===== config.mk =====
export PLATFORM = sky130hd
export DESIGN_NAME = control_unit_spec
export DESIGN_NICKNAME = d
export VERILOG_FILES = /design/src/rtl/control_unit_spec.sv
export SDC_FILE = /design/constraint.sdc
export NUM_CORES = 1
export LEC_CHECK = 0
export CORE_MARGIN = 3
export CORE_UTILIZATION = 28
export CTS_BUF_LIST = sky130_fd_sc_hd__clkbuf_8
export CTS_CLUSTER_DIAMETER = 120
export DETAILED_ROUTE_END_ITERATION = 10
export PLACE_DENSITY = 0.84
export SLEW_MARGIN = 20
export SYNTH_ARGS = -nofsm -noshare
export SYNTH_HDL_FRONTEND = slang
export SYNTH_SLANG_ARGS = --single-unit

===== constraint.sdc =====
create_clock -name clk -period 0.8 [get_ports clk]
set_input_delay 0.08 -clock clk [delete_from_list [all_inputs] [get_ports clk]]
set_output_delay 0.08 -clock clk [all_outputs]
set_load 0.05 [all_outputs]

===== src/rtl/control_unit_spec.sv =====
// RV32I main control decoder with one-cycle registered outputs and asynchronous active-low reset (en).
// Optional Illegal output is present only when CONTROL_UNIT_ILLEGAL_EN is defined.
module control_unit_spec (
    input  logic        clk,
    input  logic        en,
    input  logic [31:0] Ins,
    output logic        Branch,
    output logic        MemRead,
    output logic        MemtoReg,
    output logic [3:0]  alu_control,
    output logic        MemWrite,
    output logic        Is_Imm,
    output logic        RegWrite
`ifdef CONTROL_UNIT_ILLEGAL_EN
    ,
    output logic        Illegal
`endif
);

    localparam logic [6:0] OP_R      = 7'b0110011;
    localparam logic [6:0] OP_I      = 7'b0010011;
    localparam logic [6:0] OP_LOAD   = 7'b0000011;
    localparam logic [6:0] OP_STORE  = 7'b0100011;
    localparam logic [6:0] OP_BRANCH = 7'b1100011;

    localparam logic [3:0] ALU_ADD  = 4'b0000;
    localparam logic [3:0] ALU_SLT  = 4'b0010;
    localparam logic [3:0] ALU_SLTU = 4'b0011;
    localparam logic [3:0] ALU_SUB  = 4'b1000;

    logic [6:0] opcode;
    logic [2:0] funct3;
    logic       ins30;

    assign opcode = Ins[6:0];
    assign funct3 = Ins[14:12];
    assign ins30  = Ins[30];

    logic       branch_d,    branch_q;
    logic       mem_read_d,  mem_read_q;
    logic       mem_to_reg_d, mem_to_reg_q;
    logic       mem_write_d, mem_write_q;
    logic       is_imm_d,    is_imm_q;
    logic       reg_write_d, reg_write_q;
    logic [3:0] alu_d,       alu_q;
    logic       illegal_d,   illegal_q;

    always_comb begin
        branch_d     = 1'b0;
        mem_read_d   = 1'b0;
        mem_to_reg_d = 1'b0;
        mem_write_d  = 1'b0;
        is_imm_d     = 1'b0;
        reg_write_d  = 1'b0;
        alu_d        = ALU_ADD;
        illegal_d    = 1'b0;
        unique case (opcode)
            OP_R: begin
                reg_write_d = 1'b1;
                // funct7[5] selects SUB/SRA only; it is ignored for the other ops
                alu_d = {((funct3 == 3'b000) || (funct3 == 3'b101)) ? ins30 : 1'b0, funct3};
            end
            OP_I: begin
                is_imm_d    = 1'b1;
                reg_write_d = 1'b1;
                // imm[10] is data for addi, only SRAI uses it as an op select
                alu_d = {(funct3 == 3'b101) ? ins30 : 1'b0, funct3};
            end
            OP_LOAD: begin
                mem_read_d   = 1'b1;
                mem_to_reg_d = 1'b1;
                is_imm_d     = 1'b1;
                reg_write_d  = 1'b1;
            end
            OP_STORE: begin
                mem_write_d = 1'b1;
                is_imm_d    = 1'b1;
            end
            OP_BRANCH: begin
                branch_d = 1'b1;
                unique case (funct3)
                    3'b100, 3'b101: alu_d = ALU_SLT;
                    3'b110, 3'b111: alu_d = ALU_SLTU;
                    3'b000, 3'b001: alu_d = ALU_SUB;
                    default: begin
                        alu_d     = ALU_SUB;
                        illegal_d = 1'b1;
                    end
                endcase
            end
            default: illegal_d = 1'b1;
        endcase
    end

    always_ff @(posedge clk or negedge en) begin
        if (!en) begin
            branch_q     <= 1'b0;
            mem_read_q   <= 1'b0;
            mem_to_reg_q <= 1'b0;
            mem_write_q  <= 1'b0;
            is_imm_q     <= 1'b0;
            reg_write_q  <= 1'b0;
            alu_q        <= 4'b0000;
            illegal_q    <= 1'b0;
        end else begin
            branch_q     <= branch_d;
            mem_read_q   <= mem_read_d;
            mem_to_reg_q <= mem_to_reg_d;
            mem_write_q  <= mem_write_d;
            is_imm_q     <= is_imm_d;
            reg_write_q  <= reg_write_d;
            alu_q        <= alu_d;
            illegal_q    <= illegal_d;
        end
    end

    assign Branch      = branch_q;
    assign MemRead     = mem_read_q;
    assign MemtoReg    = mem_to_reg_q;
    assign MemWrite    = mem_write_q;
    assign Is_Imm      = is_imm_q;
    assign RegWrite    = reg_write_q;
    assign alu_control = alu_q;

`ifdef CONTROL_UNIT_ILLEGAL_EN
    assign Illegal = illegal_q;
`else
    logic unused_illegal;
    assign unused_illegal = illegal_q;
`endif

endmodule


==> results by group, run 1 <==
Run status
  – Run status: finished, violations left
  – Failing checks: negative setup slack

Yosys
  – Simple-Gate Fraction of Synth Area: 23.91%
  – Post-synthesis cell type count: 17
  – Cell count after synthesis: 28
  – Netlist Area Pre-Place: approximately 370 µm²
  – #FFs+latches synth: 9
  – Yosys warns: 0
  – Main combinational cell family by area after synthesis: simple AND/OR/NAND/NOR gates
  – Post-Synth Adder-Cell Area: 0%
  – Compound-Gate Fraction of Synth Area: 12.46%
  – XOR/XNOR share of the synthesized area: 0%
  – Syn nets: 62
  – Mux cell area share after synthesis: 0%
  – Part of the Yosys area used for sequential elements: about three fifths
  – Syn Area/Cell: ~13 µm²

Clocking
  – CTS max path bufs: 2
  – Clk root buf: clkbuf_8
  – CTS tree: done
  – TritonCTS buffer count: 3
  – Clk slew on worst S/H paths: 0.05 ns
  – # H-tree levels: 1
  – Clock sinks: 9

Critical path
  – CP peak stage delay: about 0.43 ns
  – Crit path from: MemtoReg$_DFF_PN0_
  – Req. time, crit path: around 0.72 ns
  – CP Data Arrival Time: slightly above 0.8 ns
  – CP delay by family, top: flip-flops
  – CP Cell Sequence: buf_12
  – Kind of critical path: reg2out
  – Crit end category: output port
  – Worst path slowest cell: dfrtp_2
  – Crit path buffers/inverters: 1
  – CP Launch Type: flop
  – Crit-path max FO: 2

Layout
  – Fill cells: ~80
  – Design Area, Final: about 800 µm²
  – Share of cells above drive strength 1: around 52%
  – ANT cells: 0
  – Most frequent cells in the layout: buf_12 (10), dfrtp_1 (8), buf_4 (7)
  – Fin nets: 95
  – Fin util: roughly 70%
  – Area delta synth->final: 118.9%
  – Most common cell after layout, fill and taps aside: buf_12
  – Multi-input gate area: 156.4 µm²
  – FF+latch area: 226.5 µm²

Timing
  – Sum Neg Setup Slack: -0.6717 ns
  – Tightest hold margin: about 0.13 ns
  – Post-route setup slack: -0.09818 ns
  – Measured slew at the worst slew-check pin: roughly 0.20 ns
  – Slew Viols, Final: 0
  – Relative slew slack: a little under nine tenths
  – Final worst-path cycle share: 112.3%
  – Max frequency: roughly 1.1 GHz
  – Setup violators final: 10
  – Clock period minus worst slack: roughly 0.90 ns
  – Final hold viol count: 0
  – RSZ-0062 raised after global routing: yes

Power
  – Max rail drop VDD: roughly 890 µV
  – P_sw: between 200 and 300 µW
  – Flop pwr share: roughly two fifths
  – Net Sw Frac: between 20 and 25%
  – Comb pwr share: a little over an eighth
  – Int Pwr: about 900 µW
  – Clk network pwr share: a little under half
  – LEAKAGE: between 0.0003 and 0.0004 µW
  – Total power divided by cell area: 1399 mW/mm²

Global routing
  – GRT overflow: 0
  – Gr usage total: between 10% and 20%
  – Largest net degree at the start of global routing: 10
  – First-pass GRT wire length: 1497 µm
  – Initial antenna violation count: 0
  – Number of global-route vias before repair: ~360

Die
  – Io pins: 44
  – Die ar.: roughly 0.0018 mm²
  – Die width: ~42 µm
  – Die H: 42.43 µm
  – Row count: 12
  – Core ar.: approximately 0.0012 mm²
  – Initial core utilization: around a third

Route
  – DR vias/cell: approximately 4.5
  – WL/cell: about 13 µm
  – Detailed-route via count: 333
  – Final wirelength: 933 µm
  – DRC: 0
  – DR iter-0 viols: 5
  – Final ANT Viol Nets: 0
  – 1st-pass router iterations: 4

Placed design
  – IO buf count: 22
  – GPL Wtd Cong: 0.7368
  – Cell area after placement: between 700 and 800 µm²
  – Pre-CTS setup slack: -0.4912 ns
  – HPWL after DPL: 727.1 µm

Run
  – Maxcap violations: 0

Min path
  – Min-Delay Path Class: in2async
==> registers in the layout, summed over array words and instances (netlist names) <==
signal	cells
Branch	1
RegWrite	1
MemWrite	1
alu_control	4
Is_Imm	1
MemtoReg	1
==> final timing paths <==
kind | endpoint | cells after the start | slack (ns)
setup / recovery | MemtoReg | 1 | -0.1
hold / removal | alu_control[2]$_DFF_PN0_ | 2 | 0.13
max in group asynchronous | MemtoReg$_DFF_PN0_ | 2 | 0.52
min in group clk | alu_control[0]$_DFF_PN0_ | 3 | 0.24
==> Yosys cell counts (all sizes together) <==
cell / instances / area share, %
and2: 2 / 3.4
nand2b: 1 / 2.4
nand3b: 1 / 2.0
nand3: 1 / 1.3
nor2b: 2 / 5.4
nor3: 1 / 1.3
inv: 1 / 1.0
o32ai: 1 / 4.4
buf: 1 / 2.0
dfrtp: 9 / 61
nor3b: 1 / 2.0
and3: 1 / 1.7
and4bb: 1 / 3.4
nor2: 1 / 1.0
a32o: 2 / 5.4
a21oi: 2 / 2.7
==> metal layers <==
metal / routed length [µm] / GRT usage, %
met4: 25 / 8.696
met2: 463 / 19.76
met1: 359 / 10.47
met5: 0 / 0
met3: 85 / 8.155
==> cell type report <==
cell class,instances,share of cell area (%)
multi-input cells,17,19.23
repair buffers,29,44.77
clock inverters,1,0.4615
flip-flops and latches,9,27.85
clock buffers,3,5.077
inverters,1,0.4615
well taps,14,2.154
==> power by group through the flow <==
stage                     sequential (µW)  clock (µW)  combinational [µW]
final                                 464         520                 154
after global routing                  463         563                 165
after CTS                             464         521                 156
after detailed placement              470           0                 160
after global placement                470           0                 159
after floorplan                       481           0                23.5
==> cell families (layout without fill, tap and decap cells) <==
kind of cell,after synthesis,after routing
AND/OR/NAND/NOR,12,12
buffers and inverters,2,34
flip-flops,9,9
AO/OA/AOI/OAI,5,5
==> per-stage QoR <==
stage                     total power (µW)  cells
after floorplan                      504.6     28
after detailed placement             630.4     70
after CTS                             1141     74
after global routing                  1191     74
after global placement               629.1     70
final                                 1138     74
==> timing repair <==
| action | CTS | global route |
|---|---|---|
| setup buffers | 0 | 0 |
| setup endpoints to repair | 19 | 14 |
| pin swaps | 3 | 3 |
| resized for setup | 19 | 2 |
| hold buffers | 0 | 0 |
Note: power is estimated with default switching activity, not from simulation.
==> inputs of run 2 (changes only) <==
Settings changed: CORE_UTILIZATION 28 to 26, PLACE_DENSITY 0.84 to 0.79.
Clock period 0.8 ns to 1 ns, I/O delays scaled along.
==> results by group, run 2 (synthesized netlist as in run 1, its figures left out) <==
Route
  – WL/cell: 11.21 µm (-11%)
  – 1st-pass router iterations: 4 (unchanged)
  – Final ANT Viol Nets: 0 (unchanged)
  – Detailed-route via count: 345 (+3.6%)
  – Final wirelength: 841 µm (-9.9%)
  – DRC: 0 (unchanged)
  – DR iter-0 viols: 5 (unchanged)
  – DR vias/cell: 4.600 (+2.2%)

Layout
  – Most frequent cells in the layout: buf_12 (10), dfrtp_1 (9), buf_4 (7)
  – Fin util: 62.68% (-6.8 points)
  – Max reg flops: 4 (unchanged)
  – FF+latch area: 225.2 µm² (-0.55%)
  – Most common cell after layout, fill and taps aside: buf_12
  – Fill cells: 106 (+34%)
  – ANT cells: 0 (unchanged)
  – Share of cells above drive strength 1: 46.67% (-5.0 points)
  – Area delta synth->final: 122.2%
  – Fin nets: 95 (unchanged)
  – Multi-input gate area: 157.7 µm² (+0.80%)
  – Non-filler instance count after layout: 75 (+1.4%)

Timing
  – RSZ-0062 raised after global routing: no
  – Final worst-path cycle share: between 90% and 100%
  – Max frequency: 1.054 GHz
  – Relative slew slack: 75.68% (-11 points)
  – Slew Viols, Final: 0 (unchanged)
  – Tightest hold margin: 0.1584 ns (+0.03113 ns)
  – Sum Neg Setup Slack: 0 ns (+0.6717 ns)
  – Setup violators final: 0 (-10)
  – Post-route setup slack: 0.05128 ns (+0.1495 ns)
  – Measured slew at the worst slew-check pin: 0.3636 ns (+0.1596 ns)
  – Clock period minus worst slack: ~0.95 ns
  – Final hold viol count: 0 (unchanged)

Power
  – Total power divided by cell area: 1072 mW/mm² (-23%)
  – LEAKAGE: 0.0004044 µW (+5.2%)
  – Max rail drop VDD: 841.7 µV (-5.9%)

Global routing
  – Top Usage Layer GRT: met2
  – GRT overflow: 0 (unchanged)
  – Initial antenna violation count: 0 (unchanged)
  – Met1 Use GR: 7.216% (-3.3 points)
  – Met2 Use GR: 15.99% (-3.8 points)
  – Largest net degree at the start of global routing: 10 (unchanged)
  – Number of global-route vias before repair: 302 (-16%)
  – Met3 global-route usage: 1.660% (-6.5 points)
  – Gr usage total: 8.518% (-3.6 points)
  – First-pass GRT wire length: 1145 µm (-24%)

Clocking
  – TritonCTS buffer count: 3 (unchanged)
  – # H-tree levels: 1 (unchanged)
  – CTS max path bufs: 2 (unchanged)
  – Clock sinks: 9 (unchanged)
  – Clk root buf: clkbuf_8
  – CTS tree: done
  – Clk slew on worst S/H paths: 0.04 ns (about the same)

Critical path
  – CP peak stage delay: 0.43 ns (about the same)
  – Req. time, crit path: 1.12 ns (+0.40 ns)
  – Crit-path max FO: 2 (unchanged)
  – Worst path slowest cell: clkdlybuf4s50_1
  – Crit end category: flop
  – CP Launch Type: input pin
  – CP Cell Sequence: clkdlybuf4s50_1 -> nor3b_2 -> a21oi_1 -> o32ai_2
  – Kind of critical path: in2reg
  – CP Data Arrival Time: 1.07 ns (+0.25 ns)

Die
  – Io pins: 44 (unchanged)
  – Die width: 43.81 µm (+3.2%)
  – Die ar.: 0.001919 mm² (+6.6%)
  – Row count: 13 (+1)
  – Die H: 43.81 µm (+3.2%)
  – Initial core utilization: 28.21% (-3.5 points)
  – Core ar.: 0.001318 mm² (+13%)

Placed design
  – Placed cells: 71 (+1.4%)
  – HPWL after DPL: 666.9 µm (-8.3%)
  – GPL Wtd Cong: 0.8598 (+17%)
  – Pre-CTS setup slack: -0.3272 ns (+0.1640 ns)
  – IO buf count: 22 (unchanged)

Min path
  – Min-Delay Path Class: in2async

Run status
  – Run status: finished clean

Run
  – Maxcap violations: 0 (unchanged)
[run 2: stage by stage]
stage / total power [µW] / instance area (µm²)
2_1_floorplan: 403.5 / 371.6
3_3_place_gp: 501.2 / 755.7
3_5_place_dp: 503.9 / 755.7
4_1_cts: 885.3 / 810.8
5_1_grt: 924.4 / 825.8
6_report: 884.9 / 825.8
[run 2: worst max path at each step]
| stage | from | end | slack, ns | cells past startpoint |
|---|---|---|---|---|
| 2_1_floorplan | MemtoReg$_DFF_PN0_ | MemtoReg | 0.01 | 1 |
| 3_3_place_gp | Ins[2] | alu_control[1]$_DFF_PN0_ | -0.29 | 5 |
| 3_5_place_dp | Ins[2] | alu_control[3]$_DFF_PN0_ | -0.33 | 4 |
| 4_1_cts | Ins[14] | alu_control[3]$_DFF_PN0_ | 0.006 | 4 |
| 5_1_grt | Ins[12] | alu_control[3]$_DFF_PN0_ | 0.01 | 4 |
| 6_report | Ins[12] | alu_control[3]$_DFF_PN0_ | 0.05 | 4 |
[run 2: layer usage]
metal | share of wire, % | vias to the layer above
met5 | 0 | -
met4 | 3.0 | 0
met3 | 12 | 2
met2 | 52 | 26
met1 | 33 | 154
li1 | - | 163
[run 2: cell type report]
class	count	area share (%)
clock inverters	1	0.4545
inverters	1	0.4545
clock buffers	3	5.000
repair buffers	29	45.45
multi-input cells	17	19.09
flip-flops and latches	9	27.27
well taps	15	2.273
[run 2: timing repair]
item,in CTS,in global routing
buffers inserted,0,0
hold buffers,0,0
endpoints found under the hold margin,0,0
pin swaps,4,0
gates cloned,0,0
gates resized for setup,8,5
endpoints found under the setup margin,4,4
[run 2: report_power, final]
group	switching (µW)	leakage, µW	internal [µW]
combinational	51.8	0.000252	77.5
sequential	2.49	0.000125	369
clock	119	0.0000269	265
total	174	0.000404	711
[run 2: critical path, delay by kind of cell]
kind                   cells  cell delay [ns]
buffers and inverters      1             0.43
and+or+nand+nor            1             0.18
AOI/OAI and AO/OA          2             0.36
